--- src/rtl/jk_mod_counter.sv ---
// Up/down modulo-MODULUS counter built from JK flip-flop stages.
// Every state bit updates only through Q+ = J&~Q | ~K&Q; J/K are decoded from mode inputs.
module jk_mod_counter #(
  parameter int unsigned WIDTH   = 4,
  parameter int unsigned MODULUS = 10
) (
  input  logic             clk,
  input  logic             rst_n,
  input  logic             en,
  input  logic             up,
  input  logic             load,
  input  logic [WIDTH-1:0] d,
  output logic [WIDTH-1:0] q,
  output logic             tc,
  output logic             wrap,
  output logic             load_err
);

  localparam logic [WIDTH:0]   ModVal = (WIDTH+1)'(MODULUS);
  localparam logic [WIDTH-1:0] MaxVal = WIDTH'(MODULUS - 1);

  logic [WIDTH-1:0] q_q;
  logic [WIDTH-1:0] j, k;
  logic [WIDTH-1:0] d_sat;
  logic             d_over;
  logic             up_term, dn_term;
  logic             run;
  logic             wrap_q, wrap_d;
  logic             load_err_q, load_err_d;

  assign d_over  = ({1'b0, d} >= ModVal);
  assign d_sat   = d_over ? MaxVal : d;
  // Out-of-range states count as terminal in both directions.
  assign up_term = (q_q >= MaxVal);
  assign dn_term = (q_q == '0) || (q_q > MaxVal);

  always_comb begin
    j          = '0;
    k          = '0;
    run        = 1'b1;
    wrap_d     = 1'b0;
    load_err_d = 1'b0;
    if (load) begin
      j          = d_sat;
      k          = ~d_sat;
      load_err_d = d_over;
    end else if (en) begin
      if (up) begin
        if (up_term) begin
          k      = '1;
          wrap_d = 1'b1;
        end else begin
          for (int i = 0; i < WIDTH; i++) begin
            j[i] = run;
            k[i] = run;
            run  = run & q_q[i];
          end
        end
      end else begin
        if (dn_term) begin
          j      = MaxVal;
          k      = ~MaxVal;
          wrap_d = 1'b1;
        end else begin
          for (int i = 0; i < WIDTH; i++) begin
            j[i] = run;
            k[i] = run;
            run  = run & ~q_q[i];
          end
        end
      end
    end
  end

  always_ff @(posedge clk or negedge rst_n) begin
    if (!rst_n) begin
      q_q        <= '0;
      wrap_q     <= 1'b0;
      load_err_q <= 1'b0;
    end else begin
      q_q        <= (j & ~q_q) | (~k & q_q);
      wrap_q     <= wrap_d;
      load_err_q <= load_err_d;
    end
  end

  assign q        = q_q;
  assign wrap     = wrap_q;
  assign load_err = load_err_q;
  assign tc       = en & ~load & ((up & (q_q == MaxVal)) | (~up & (q_q == '0)));

endmodule

--- config.mk ---
export PLATFORM = sky130hd
export DESIGN_NAME = jk_mod_counter
export DESIGN_NICKNAME = d
export VERILOG_FILES = /design/src/rtl/jk_mod_counter.sv
export SDC_FILE = /design/constraint.sdc
export NUM_CORES = 1
export LEC_CHECK = 0
export ABC_CLOCK_PERIOD_IN_PS = 2300
export BUFFER_PORTS_ARGS = -buffer_cell sky130_fd_sc_hd__buf_2
export CAP_MARGIN = 20
export CORE_AREA = 2 2 39 41
export CTS_BUF_LIST = sky130_fd_sc_hd__clkbuf_16
export DETAILED_ROUTE_END_ITERATION = 7
export DIE_AREA = 0 0 41 43
export PLACE_DENSITY = 0.67
export SLEW_MARGIN = 20
export SYNTH_ARGS = -nofsm -noshare
export SYNTH_HDL_FRONTEND = slang
export SYNTH_SLANG_ARGS = --single-unit
--- constraint.sdc ---
create_clock -name clk -period 2.3 [get_ports clk]
set_input_delay 0.115 -clock clk [delete_from_list [all_inputs] [get_ports clk]]
set_output_delay 0.115 -clock clk [all_outputs]
set_load 0.03 [all_outputs]
# Word level (Yosys, flattened, before mapping)
# Index checks and enable logic that the tools add are counted.
[op_classes]
n_lt_le_gt_ge = 3
n_eq_ne = 1
mux = 17
bitwise = 20
reduce_logical = 2
[ops]
columns = ["operator", "count"]
rows = [
  ["$mux 4", 11],
  ["$not 4->4", 3],
  ["$and 1x1->1", 8],
  ["$and 4x4->4", 2],
  ["$ge 4x4->1 const B", 2],
  ["$mux 1", 6],
  ["$not 1->1", 5],
  ["$eq 4x4->1 const B", 1],
  ["$gt 4x4->1 const B", 1],
  ["$logic_not 4->1", 1],
  ["$or 4x4->4", 1],
  ["$logic_or 1x1->1", 1],
  ["$or 1x1->1", 1],
]
[totals]
ff_bits = 6
in_bits = 9

# Depth between registers and ports, before layout
[logic_depth]
depth_word = 10
mapped_depth = 5
ltp_nobuf = 4

# Worst setup path after synthesis
# No wires, ideal clock.
[synth_timing]
path_type = "flip-flop to output port"
start = "register q_q[0], in the netlist q[0]"
end = "output port tc"
t_arrival_ps = 1645
slack_ps = 540
path_stages_with_launch = 4
path_buffers = 1
path_cell_list = "dfrtp_1 > buf_6 > or3_4 > a2111oi_4"
[synth_via]
elab_chain_cells = 4
elab_cells_between_ends = 6
[synth_rtl]
columns = ["element", "line_no", "rtl"]
rows = [
  ["start, declared", "22", "logic [WIDTH-1:0] q_q;"],
  ["start signal, assigned", "81", "q_q <= (j & ~q_q) | (~k & q_q);"],
  ["$eq 4x4->1 or $logic_not 4->1 (tied branches)", "90", "assign tc = en & ~load & ((up & (q_q == MaxVal)) | (~up & (q_q == '0)));"],
  ["$and 1x1->1", "90", ""],
  ["$or 1x1->1 (*)", "90", ""],
  ["$and 1x1->1 (*)", "90", ""],
  ["end, declared", "14", "output logic tc,"],
]
# Every way passes the cells marked *; elsewhere a longest branch is shown, timed or not.

# Worst setup path after layout
# Ends and elaborated chain as after synthesis.

==> qor.csv <==
metric;value;unit
Simple-Gate Fraction of Synth Area;30.7;%
hpwl dp;760;um
Die ar.;1760;um^2
# diodes;0;
maximum VDD drop;0.473;mV
clock skew;0.000552;ns
crit path capture type;output pin;
CTS root buf;clkbuf_16;
crit path DAT;1.74;ns
pre-CTS setup slack;0.681;ns
row count;14;
met3 routed WL;48;um
met2 wire len;504;um
Worst path max stage delay;0.50;ns
top sig layer;met4;
Post-Synth XOR/XNOR Area;1.76;%
synthesis-stage register bit count;6;
CTS tree;done;
DRT Pass-1 Iters;2;
Slew Limit Fails;0;
setup TNS;0;ns
Fin. Hold Viols;0;
fraction of layout cells with a size suffix above 1;31.4;%
clk buf depth;2;
Seq/Total Area, Yosys;30.2;%
Synth Warn #;0;
H-tree depth;1;
wl on met1;455;um
initial DRC count;7;
post-synth cell types;29;
Final min period;1.86;ns
FMAX;539;MHz
DRC Markers;0;
P per Cell Area;882;nW/um^2
die height;43;um
Syn Area/Cell;8.74;um^2
num ports;16;
post-synthesis mux area share;2.01;%
Worst Max-Slew Pin Slew;0.398;ns
Post-CTS Setup Bufs;0;
Rel. slew slack;73.5;%
port bufs;15;
total core area;1380;um^2
Synth Area in Adders;0;%
gpl congestion;0.717;
Layout area overhead;25.4;%
first-pass GRT wire length;1740;um
PnR worst setup slack;0.444;ns
CP startpoint kind;flop;
status;completed;
delay-heaviest family, CP;flip-flops;
largest net degree at the start of global routing;14;
worst-path maximum fanout;13;
clock latency on the worst-skew pair;0.23;ns
RSZ-0062 raised after global routing;false;
final core utilization;45.1;%
clk sinks;6;
Pwr Total;0.000551;W
synthesized area;498;um^2
via count;435;
Via density;5.06;
drt wl/cell;12.1;um
Hold WC Path Type;input pin to flop;
Initial Utilization;36.0;%
Mapped Nets;66;
post-synthesis compound-gate area fraction;23.1;%
total grt overflow;0;
Final Setup Violations;0;
WL final;1040;um
initial antenna violation count;0;
GRT Total Usage;15.1;%
antenna viol nets, final;0;
fin crit share;80.7;%
vias in the first global route;395;
largest family of logic cells by synthesized area;simple AND/OR/NAND/NOR gates;
Gate Count Post-Synth;57;
CP Cell Sequence;or3_4, a2111oi_4, buf_2;
Clock Pin Slew Worst Setup and Hold Paths;0.03;ns
MaxCap Viol Count;0;
cts bufs inserted;3;
leakage;0.282;nW
Final nets;81;
Worst Setup Path Type;flop to output pin;
Die W;41;um
Worst EP required;2.18;ns
slowest CP cell;dfrtp_1;
Critical path buffers and inverters;1;
## cell usage after synthesis (all sizes together)
library cell  number  area (um^2)
nor3b              2         15.0
o31a               1         8.76
o21ai              5         25.0
o311ai             1         8.76
or3                1         11.3
dfrtp              6          150
nand2b             1         6.26
a31oi              1         6.26
nor3               6         30.0
nor2               9         33.8
and3               1         7.51
a2111oi            1         27.5
mux2i              1         10.0
nand3b             1         7.51
nand3              2         10.0
inv                2         7.51
a211o              2         17.5
xnor2              1         8.76
nand2              1         3.75
buf                5         50.0
clkbuf             1         3.75
and2               1         6.26
a41oi              1         8.76
a21oi              1         5.00
a22oi              1         7.51
and3b              1         8.76
nor4               1         12.5
## cells in the final DEF, fill, tap and decap left out, drive strengths merged
master	instances
nor3b	2
xnor2	1
a21oi	1
nand2	1
a211o	2
o31a	1
and3	1
nor4	1
inv	2
a31oi	1
a22oi	1
o21ai	5
dlygate4sd3	1
a41oi	1
or3	1
mux2i	1
nand2b	1
nor3	6
and3b	1
buf	15
dfrtp	6
o311ai	1
clkbuf	3
nand3b	1
nor2	9
a2111oi	1
nand3	2
and2	1
## final cells by class
type	instances	area (um^2)
repair buffers	16	85.1
fillers	141	759
flip-flops and latches	6	150
multi-input cells	43	287
well taps	16	20.0
clock buffers	3	75.1
inverters	2	7.51
## final timing paths
path / start / end / slack, ns / cells past startpoint
worst min register to register: q[3] / wrap / 0.73 / 2
max in group asynchronous: rst_n / q[3] / 1.91 / 2
worst max register to register: q[1] / q[3] / 0.80 / 4
min in group asynchronous: rst_n / q[2] / 0.25 / 2
worst max-delay path: q[0] / tc / 0.44 / 3
worst min-delay path: d[3] / q[3] / 0.15 / 2
## state kept, by name, summed over array words and instances (netlist names)
register  flops
wrap          1
load_err      1
q             4
## repair_timing
action / CTS / global route
hold buffers: 1 / 0
endpoints found under the hold margin: 6 / 0
gates resized for setup: 0 / 0
## stage by stage
| step | hold slack [ns] | std cells | instance area (um^2) |
|---|---|---|---|
| 6_report | 0.145 | 86 | 624 |
| 3_3_place_gp | -0.0542 | 82 | 539 |
| 2_1_floorplan | -0.181 | 57 | 498 |
| 4_1_cts | 0.143 | 86 | 624 |
| 5_1_grt | 0.158 | 86 | 624 |
| 3_5_place_dp | -0.0526 | 82 | 539 |
## power breakdown
part	internal [W]	switching, W
Clock	0.000223	0.0000540
Sequential	0.000118	0.0000348
Combinational	0.0000501	0.0000708
## logic make-up after synthesis
family,count (synthesis)
flops,6
simple gates,27
mux,1
buf+inv,8
xor+xnor,1
compound gates,14
## routing by layer
metal	GRT usage [%]	vias to the layer above
met5	0	-
met4	12.0	0
met3	4.71	2
met2	20.3	11
met1	18.8	189
li1	-	233
No activity file was read; power rests on OpenSTA's default activity.
